===== config.mk =====
export PLATFORM = sky130hd
export DESIGN_NAME = can_rx_dma_writer
export DESIGN_NICKNAME = d
export VERILOG_FILES = /design/src/rtl/can_dma_pkg.sv /design/src/rtl/can_rx_frame_fifo.sv /design/src/rtl/can_rx_dma_writer.sv
export SDC_FILE = /design/constraint.sdc
export NUM_CORES = 1
export LEC_CHECK = 0
export BUFFER_PORTS_ARGS = -buffer_cell sky130_fd_sc_hd__buf_2
export CORE_MARGIN = 1.5
export CORE_UTILIZATION = 55
export CTS_CLUSTER_SIZE = 10
export DETAILED_ROUTE_END_ITERATION = 6
export PLACE_DENSITY = 0.74
export SLEW_MARGIN = 40
export SYNTH_ARGS = -nofsm -noshare
export SYNTH_HDL_FRONTEND = slang
export SYNTH_SLANG_ARGS = --single-unit

===== constraint.sdc =====
create_clock -name clk_i -period 6.5 [get_ports clk_i]
set_input_delay 1.3 -clock clk_i [delete_from_list [all_inputs] [get_ports clk_i]]
set_output_delay 1.3 -clock clk_i [all_outputs]
set_load 0.02 [all_outputs]

===== src/rtl/can_dma_pkg.sv =====
// Shared constants and types for the CAN DMA blocks: memory map, FSM encoding,
// word order within a received frame.
package can_dma_pkg;

  localparam logic [19:0] RX_ADDR_SETTING = 20'hB0001;
  localparam logic [19:0] RX_ADDR_DATA_1  = 20'hB0002;
  localparam logic [19:0] RX_ADDR_DATA_2  = 20'hB0003;

  localparam int FRAME_VALID_BIT = 31;

  localparam logic [1:0] IDX_DATA_HI = 2'd0;
  localparam logic [1:0] IDX_DATA_LO = 2'd1;
  localparam logic [1:0] IDX_SETTING = 2'd2;

  typedef enum logic [2:0] {
    ST_IDLE = 3'd0,
    ST_LOAD = 3'd1,
    ST_REQ  = 3'd2,
    ST_WAIT = 3'd3,
    ST_DONE = 3'd4
  } rx_dma_state_e;

endpackage


===== src/rtl/can_rx_frame_fifo.sv =====
// Frame FIFO: show-ahead read, extra-bit occupancy counter, no overflow guard
// (the parent decides whether a push is allowed).
module can_rx_frame_fifo #(
  parameter int WIDTH = 96,
  parameter int DEPTH = 4,
  localparam int PTR_W = $clog2(DEPTH),
  localparam int LVL_W = PTR_W + 1
) (
  input  logic             clk_i,
  input  logic             rst_i,
  input  logic             push_i,
  input  logic             pop_i,
  input  logic [WIDTH-1:0] wdata_i,
  output logic [WIDTH-1:0] rdata_o,
  output logic             full_o,
  output logic             empty_o,
  output logic [LVL_W-1:0] level_o
);

  logic [WIDTH-1:0] mem_q [DEPTH];
  logic [PTR_W-1:0] wr_ptr_q;
  logic [PTR_W-1:0] rd_ptr_q;

  always_ff @(posedge clk_i) begin
    if (push_i) mem_q[wr_ptr_q] <= wdata_i;
  end

  always_ff @(posedge clk_i) begin
    if (rst_i) begin
      wr_ptr_q <= '0;
      rd_ptr_q <= '0;
      level_o  <= '0;
    end else begin
      if (push_i) wr_ptr_q <= wr_ptr_q + PTR_W'(1);
      if (pop_i)  rd_ptr_q <= rd_ptr_q + PTR_W'(1);
      case ({push_i, pop_i})
        2'b10:   level_o <= level_o + LVL_W'(1);
        2'b01:   level_o <= level_o - LVL_W'(1);
        default: ;
      endcase
    end
  end

  assign rdata_o = mem_q[rd_ptr_q];
  assign full_o  = (level_o == LVL_W'(DEPTH));
  assign empty_o = (level_o == '0);

endmodule


===== src/rtl/can_rx_dma_writer.sv =====
// Buffers received CAN frames and writes each one to memory as three DMA words,
// setting word last with its valid flag forced high.
//
//   state | meaning
//   IDLE  | waiting for a buffered frame and enable_i
//   LOAD  | present address/data of word idx
//   REQ   | issue wr_en once memory is not busy
//   WAIT  | wait for wr_done or write timeout
//   DONE  | pulse frame_stored_o
module can_rx_dma_writer
  import can_dma_pkg::*;
#(
  parameter int                    DATA_WIDTH            = 32,
  parameter int                    ADDR_WIDTH            = 20,
  parameter int                    FIFO_DEPTH            = 4,
  parameter logic [ADDR_WIDTH-1:0] ADDR_SETTING_RECEIVED = RX_ADDR_SETTING,
  parameter logic [ADDR_WIDTH-1:0] ADDR_DATA_RECEIVED_1  = RX_ADDR_DATA_1,
  parameter logic [ADDR_WIDTH-1:0] ADDR_DATA_RECEIVED_2  = RX_ADDR_DATA_2,
  parameter int                    WR_TIMEOUT_CYC        = 1024,
  localparam int                   LVL_W                 = $clog2(FIFO_DEPTH) + 1
) (
  input  logic                  clk_i,
  input  logic                  rst_i,
  input  logic                  enable_i,
  input  logic                  rx_frame_ready_i,
  input  logic [63:0]           rx_data_i,
  input  logic [31:0]           rx_setting_i,
  output logic [DATA_WIDTH-1:0] data_wr,
  output logic [ADDR_WIDTH-1:0] addr_wr,
  output logic                  wr_en,
  input  logic                  wr_done,
  input  logic                  wr_busy,
  output logic                  frame_stored_o,
  output logic                  overflow_o,
  output logic [7:0]            drop_count_o,
  output logic                  err_timeout_o,
  output logic [LVL_W-1:0]      fifo_level_o,
  output logic                  busy_o
);

  localparam int                TMR_W    = $clog2(WR_TIMEOUT_CYC + 1);
  localparam logic [TMR_W-1:0]  TMR_LOAD = TMR_W'(WR_TIMEOUT_CYC - 1);

  rx_dma_state_e    state_q, state_d;
  logic [95:0]      frame_q, fifo_rdata;
  logic [31:0]      setting_word;
  logic [1:0]       idx_q;
  logic [TMR_W-1:0] tmr_q;
  logic             fifo_full, fifo_empty;
  logic             push, pop, drop, tmr_expired;

  // A full FIFO still accepts a frame when the FSM frees a slot in the same cycle.
  assign push        = rx_frame_ready_i & (~fifo_full | pop);
  assign drop        = rx_frame_ready_i & ~push;
  assign tmr_expired = (tmr_q == '0);

  can_rx_frame_fifo #(
    .WIDTH (96),
    .DEPTH (FIFO_DEPTH)
  ) u_fifo (
    .clk_i   (clk_i),
    .rst_i   (rst_i),
    .push_i  (push),
    .pop_i   (pop),
    .wdata_i ({rx_setting_i, rx_data_i}),
    .rdata_o (fifo_rdata),
    .full_o  (fifo_full),
    .empty_o (fifo_empty),
    .level_o (fifo_level_o)
  );

  always_ff @(posedge clk_i) begin
    if (rst_i) state_q <= ST_IDLE;
    else       state_q <= state_d;
  end

  always_comb begin
    state_d = state_q;
    case (state_q)
      ST_IDLE: if (!fifo_empty && enable_i) state_d = ST_LOAD;
      ST_LOAD: state_d = ST_REQ;
      ST_REQ:  if (!wr_busy) state_d = ST_WAIT;
      ST_WAIT: begin
        if (wr_done)          state_d = (idx_q == IDX_SETTING) ? ST_DONE : ST_LOAD;
        else if (tmr_expired) state_d = ST_IDLE;
      end
      ST_DONE: state_d = ST_IDLE;
      default: state_d = ST_IDLE;
    endcase
  end

  always_comb begin
    pop            = 1'b0;
    wr_en          = 1'b0;
    frame_stored_o = 1'b0;
    busy_o         = 1'b1;
    case (state_q)
      ST_IDLE: begin
        busy_o = 1'b0;
        pop    = !fifo_empty && enable_i;
      end
      ST_REQ:  wr_en = !wr_busy;
      ST_DONE: frame_stored_o = 1'b1;
      default: ;
    endcase
  end

  always_comb begin
    setting_word                  = frame_q[95:64];
    setting_word[FRAME_VALID_BIT] = 1'b1;
  end

  always_ff @(posedge clk_i) begin
    if (rst_i) begin
      frame_q       <= '0;
      idx_q         <= IDX_DATA_HI;
      tmr_q         <= '0;
      addr_wr       <= '0;
      data_wr       <= '0;
      overflow_o    <= 1'b0;
      drop_count_o  <= '0;
      err_timeout_o <= 1'b0;
    end else begin
      if (pop) begin
        frame_q <= fifo_rdata;
        idx_q   <= IDX_DATA_HI;
      end
      if (state_q == ST_LOAD) begin
        case (idx_q)
          IDX_DATA_HI: begin
            addr_wr <= ADDR_DATA_RECEIVED_1;
            data_wr <= frame_q[63:32];
          end
          IDX_DATA_LO: begin
            addr_wr <= ADDR_DATA_RECEIVED_2;
            data_wr <= frame_q[31:0];
          end
          default: begin
            addr_wr <= ADDR_SETTING_RECEIVED;
            data_wr <= setting_word;
          end
        endcase
      end
      if (wr_en)                                     tmr_q <= TMR_LOAD;
      else if (state_q == ST_WAIT && !tmr_expired)   tmr_q <= tmr_q - TMR_W'(1);
      if (state_q == ST_WAIT && wr_done && idx_q != IDX_SETTING)
        idx_q <= idx_q + 2'd1;
      if (state_q == ST_WAIT && !wr_done && tmr_expired)
        err_timeout_o <= 1'b1;
      if (drop) begin
        overflow_o <= 1'b1;
        if (drop_count_o != 8'hFF) drop_count_o <= drop_count_o + 8'd1;
      end
    end
  end

endmodule


# Word-level counts from Yosys, hierarchy flattened
# Memories as Yosys holds them, arrays and structs flattened. A register that Yosys moved wholly into a read port is not among the register bits.
# Cells that the tools add are included.
# word_totals
ram_bits	384
latch_bits	0
rom_bits	0
out_inout_bits	68
register_bits	85
mem_count	1
inputBits	102
# memory_table
memory	depth	word_bits	read_ports	rd_clocked_by_memory_dff	wr	line_no	rtl
u_fifo.mem_q	4	96	1	1	1	can_rx_frame_fifo.sv:20	logic [WIDTH-1:0] mem_q [DEPTH];
# op_classes
eq_ne	14
bitwise_logic	5
n_div	0
n_reduce_logical	20
n_lt_le_gt_ge	0
n_mux	19
addsub	7
n_mul	0
shifts	0
# ops
cell	n
$pmux W32 S2	1
$mux W10	2
$mux W3	5
$pmux W3 S4	1
$logic_not A11 Y1	1
$sub A11 B1 Y11 const B	1
$add A8 B1 Y8 const B	1
$ne A8 B8 Y1 const B	1
$add A2 B1 Y2 const B	3
$eq A3 B2 Y1 const B	2
$eq A3 B3 Y1 const B	2
$logic_and A1 B1 Y1	6
$logic_not A3 Y1	2
$mux W1	6
$ne A2 B2 Y1 const B	3
$pmux W3 S2	1
$reduce_bool A2 Y1	3
$eq A2 B1 Y1 const B	2
$eq A2 B2 Y1 const B	2
$logic_not A1 Y1	4
$mux W2	2
$pmux W2 S2	1
$add A3 B1 Y3 const B	1
$eq A3 B1 Y1 const B	1
9 further kinds	11

# Depth between registers and ports, before layout
# logic_depth
depth_word	9
ltp_mapped	10
mapped_depth_nobuf	8

# Cells and area by module
# A second synthesis with hierarchy kept.
# hier_totals
cells_unflattened	1336
area_unflattened_um2	20608.5
# by_module_without_submodules
module	area_per_inst_um2	n_inst	cells_each
can_rx_frame_fifo	14292.5	1	549
can_rx_dma_writer	6316.1	1	787

# Worst setup path before layout
# No wires, ideal clock.
# synth_timing
path_kind	input to register
start	input enable_i
end	memory u_fifo.mem_q[0][0], enable pin
arrival_time_ns	4.504
setup_ns	0.464
cell_stages	3
path_buffers	0
setup_slack_ns	1.532
path_cell_list	or4b_2 a21oi_1 and2_1
# synth_between
elab_chain_len	6
# synth_lines
element	line_no	rtl
start: declaration	can_rx_dma_writer.sv:24	input logic enable_i,
$logic_and A1 B1 Y1	can_rx_dma_writer.sv:100	pop = !fifo_empty && enable_i;
$mux W1	can_rx_dma_writer.sv:97	case (state_q)
$or A1 B1 Y1	can_rx_dma_writer.sv:53	assign push = rx_frame_ready_i & (~fifo_full | pop);
$and A1 B1 Y1	can_rx_dma_writer.sv:53	
$mux W1	can_rx_frame_fifo.sv:25	if (push_i) mem_q[wr_ptr_q] <= wdata_i;
$mux W1 (implied by the code)	can_rx_frame_fifo.sv:25	
end: declaration	can_rx_frame_fifo.sv:20	
# Every way passes these cells.

# Final worst setup path
# layout_timing
start	input enable_i
end	memory u_fifo.mem_q[3][79], enable pin
# Same word-level chain as after synthesis.

==> flow_summary_export.csv <==
group,metric,value,unit
critical_path,worstPathCellList,"buf_2 -> or4b_2 -> a21oi_1 -> and2_4 -> buf_4",
die,die_area,0.0381,mm2
clock_tree,cts.sinks,543,
logic_synthesis,synth_cell_types,58,
global_route,overflow,0,
sta,post-route-period-util,54.9,%
job,cap_violations,0,
logic_synthesis,syn_area_per_cell,15.4,um2
critical_path,worstPathMaxFanout,39,
logic_synthesis,synthFlopType,"edfxtp_1",
sta,setup_violations,0,
placed_design,portBuffers,153,
clock_tree,clk_path_buf_depth,3,
detailed_routing,vias,11600,
die,fp-row-count,70,
pwr,powerDensity,410,mW/mm2
sta,fin_setup_tns,0,ns
sta,setup_ws,2.93,ns
sta,fin_skew,0.0286,ns
critical_path,cp_slowest_cell,"and2_4",
clock_tree,tritoncts,"done",
logic_synthesis,yosys-top-cells-area,"edfxtp_1 56%, dfxtp_1 16%, mux4_2 11%",
global_route,first_global_vias,11800,
detailed_routing,routed_wirelength,43.5,mm
worst_hold_path,min-delay-path-class,"register to register",
sta,finalMaxSlewViolations,0,
detailed_routing,detail-route-antenna-nets,0,
outcome,status,"complete, no violations",
global_route,grt_max_degree,98,
sta,fmax,280,MHz
clock_tree,cts_buffers,60,
logic_synthesis,synth.top_cell.area_share,56.1,%
pwr,p_switching,2.77,mW
pwr,leakage,7.79,nW
critical_path,r2r_start,"state_q[0]",
logic_synthesis,yosys_warnings,0,
placed_design,dpl_cell_area,0.0216,mm2
pwr,p_seq_share,46.8,%
detailed_routing,route.detailed.wl_per_inst,21.8,um
sta,hold_viol_final,0,
worst_hold_path,hp-start,"overflow_o",
logic_synthesis,synth_area_leader_cell,"edfxtp_1",
die,die_x,195,um
sta,slew_headroom,43.6,%
sta,period_needed,3.57,ns
critical_path,slowest_delay,0.70,ns
placed_design,dpl.hpwl,25.7,mm
finish,drive_gt1_share,23.4,%
logic_synthesis,synth_area,0.0203,mm2
die,die_h,195,um
clock_tree,hold_buffers,0,
global_route,grt.total_usage,23.1,%
detailed_routing,drc,0,
global_route,antenna_found_initial,10,
pwr,intPower,6.80,mW
clock_tree,clock_latency,0.61,ns
critical_path,crit_type,"input pin to register",
critical_path,critPathRequiredTime,6.73,ns
critical_path,startpoint,"enable_i",
clock_tree,postCtsSetupRepairBufs,0,
detailed_routing,drtPass1Iterations,5,
detailed_routing,drt-initial-drc-count,744,
logic_synthesis,synth_seq_area_share,72.2,%
finish,final_nets,1586,
die,io_pins,170,
placed_design,place_congestion,0.801,
logic_synthesis,synthCells,1321,
clock_tree,post_cts_resize_count,0,
pwr,power_frac_comb,21.4,%
logic_synthesis,synth_edf_count,380,
critical_path,arrival,3.79,ns
logic_synthesis,synth_seq_cells,543,
die,start_util,55.7,%
critical_path,worstSetupEndpointType,"register",
pwr,peakVddDrop,0.312,mV
detailed_routing,routed_via_density,5.84,
clock_tree,clk_pin_slew,0.06,ns
sta,worstMarginPinSlew,0.846,ns
critical_path,reg2reg_depth,4,
pwr,netSwitchingFraction,28.9,%
pwr,clockPowerShare,31.8,%
die,core_area,0.0365,mm2
placed_design,dp_slack,2.31,ns
logic_synthesis,async_reset_ff_share,0,%
clock_tree,root_buffer,"clkbuf_16",
sta,rsz0062_at_grt,"false",
finish,final_area,0.0234,mm2
critical_path,cp-start-kind,"input pin",
global_route,grt_pass1_wl,66.6,mm
worst_hold_path,hold_depth,2,
clock_tree,ctsHtreeMaxLevel,2,
finish,syn_to_final_growth,14.9,%
cell usage after synthesis (2+ instances only):
cell      instances
nand3_1           8
nor4_1            4
inv_1            16
a22oi_1          32
a31oi_1          21
a211oi_1          8
a311oi_1         15
or3_1             3
nand2_1         229
or4_4             2
nand4_1           2
o41ai_1           2
or4_1             5
nor2_1           35
mux4_2           95
nor3b_1           2
or4b_2            2
clkbuf_1         63
nor2b_1           4
xor2_1            3
and2_1            5
buf_1            12
a21oi_1         111
xnor2_1           4
buf_2             4
dfxtp_1         163
nor3_1            7
ha_1             12
edfxtp_1        380
o21ai_0          20
mux2_2            2
clkbuf_8          3
buf_4            18
o31ai_1           4
o211a_1           2
placed cells by master, fill, tap and decap left out, types with 2 or more instances in the layout:
master and n:
nor2b_1 4, clkbuf_16 61, or3_1 3, or4_1 5, a22oi_1 32, xnor2_1 4, mux4_2 95, or4_4 2
conb_1 15, nand2_1 228, inv_1 16, o31ai_1 4, buf_4 10, nand4_1 2, nor3_1 7, buf_2 152
a21oi_1 111, o21ai_0 20, clkbuf_1 46, and2_4 4, dfxtp_1 161, diode_2 5, nor4_1 4, ha_1 12
or4b_2 2, buf_6 3, o211a_1 2, o41ai_1 2, a311oi_1 15, nor2_1 34, a31oi_1 21, xor2_1 3
a211oi_1 8, buf_12 9, clkinv_2 2, mux2_2 2, nand3_1 8, edfxtp_1 380, dfxtp_4 2
routing by layer:
layer / global-route usage (%) / share of wire [%]
met1: 29.3 / 39
met2: 39.7 / 52
met3: 5.28 / 6.6
met4: 7.06 / 2.4
met5: 0 / 0.085
critical path: cells and delay by family:
family                 cells  cell delay (ns)
and+or+nand+nor            2             1.32
buffers and inverters      2             0.63
AOI/OAI and AO/OA          1             0.48
per-stage QoR:
step	instances	utilization, %	hold slack, ns	power (mW)
after floorplan	1335	-	0.436	5.97
after global placement	1871	58.7	0.432	6.51
after detailed placement	1877	59.1	0.443	6.61
after CTS	1988	63.9	0.452	9.65
after global routing	1992	63.9	0.473	9.99
final	1993	64.0	0.448	9.57
state kept, by name, indices dropped and copies added (netlist names), 2 cells and up:
signal / flops
addr_wr: 3
data_wr: 32
drop_count_o: 8
frame_q: 95
idx_q: 2
state_q: 3
tmr_q: 11
u_fifo.level_o: 3
u_fifo.mem_q: 380
u_fifo.rd_ptr_q: 2
u_fifo.wr_ptr_q: 2
cells by family (layout without fill, tap and decap cells):
kind of cell / count (synthesis) / after routing / share of synthesized area (%)
xor+xnor: 7 / 7 / 0.301
fa+ha+maj: 13 / 13 / 0.837
mux: 98 / 98 / 10.7
simple gates: 319 / 319 / 6.69
compound gates: 223 / 223 / 6.65
flops: 543 / 543 / 72.2
buf+inv: 117 / 302 / 2.66
other cells: 1 / 20 / 0.0184
area by class of cell:
cell class | instances | area (um2)
antenna | 5 | 12.5
tap | 468 | 586
clock buffer | 108 | 1710
clock inverter | 3 | 51.3
timing repair buffer | 174 | 1050
multi-input combinational | 675 | 5200
sequential | 543 | 14700
inverter | 17 | 65.1
fill | 2626 | 13200
power groups by stage:
stage	sequential (mW)	clock [mW]	combinational, mW
2_1_floorplan	4.55	0	1.42
3_3_place_gp	4.57	0	1.94
3_5_place_dp	4.55	0	2.06
4_1_cts	4.48	3.09	2.07
5_1_grt	4.53	3.22	2.24
6_report	4.48	3.04	2.05
path summary, 6_finish.rpt:
| check | endpoint | slack (ns) |
|---|---|---|
| max reg2reg | u_fifo.mem_q[3][79] | 3.22 |
| min reg2reg | overflow_o | 0.45 |
| max | u_fifo.mem_q[3][79] | 2.93 |
| min | overflow_o | 0.45 |
(Power assumes the default switching activity.)
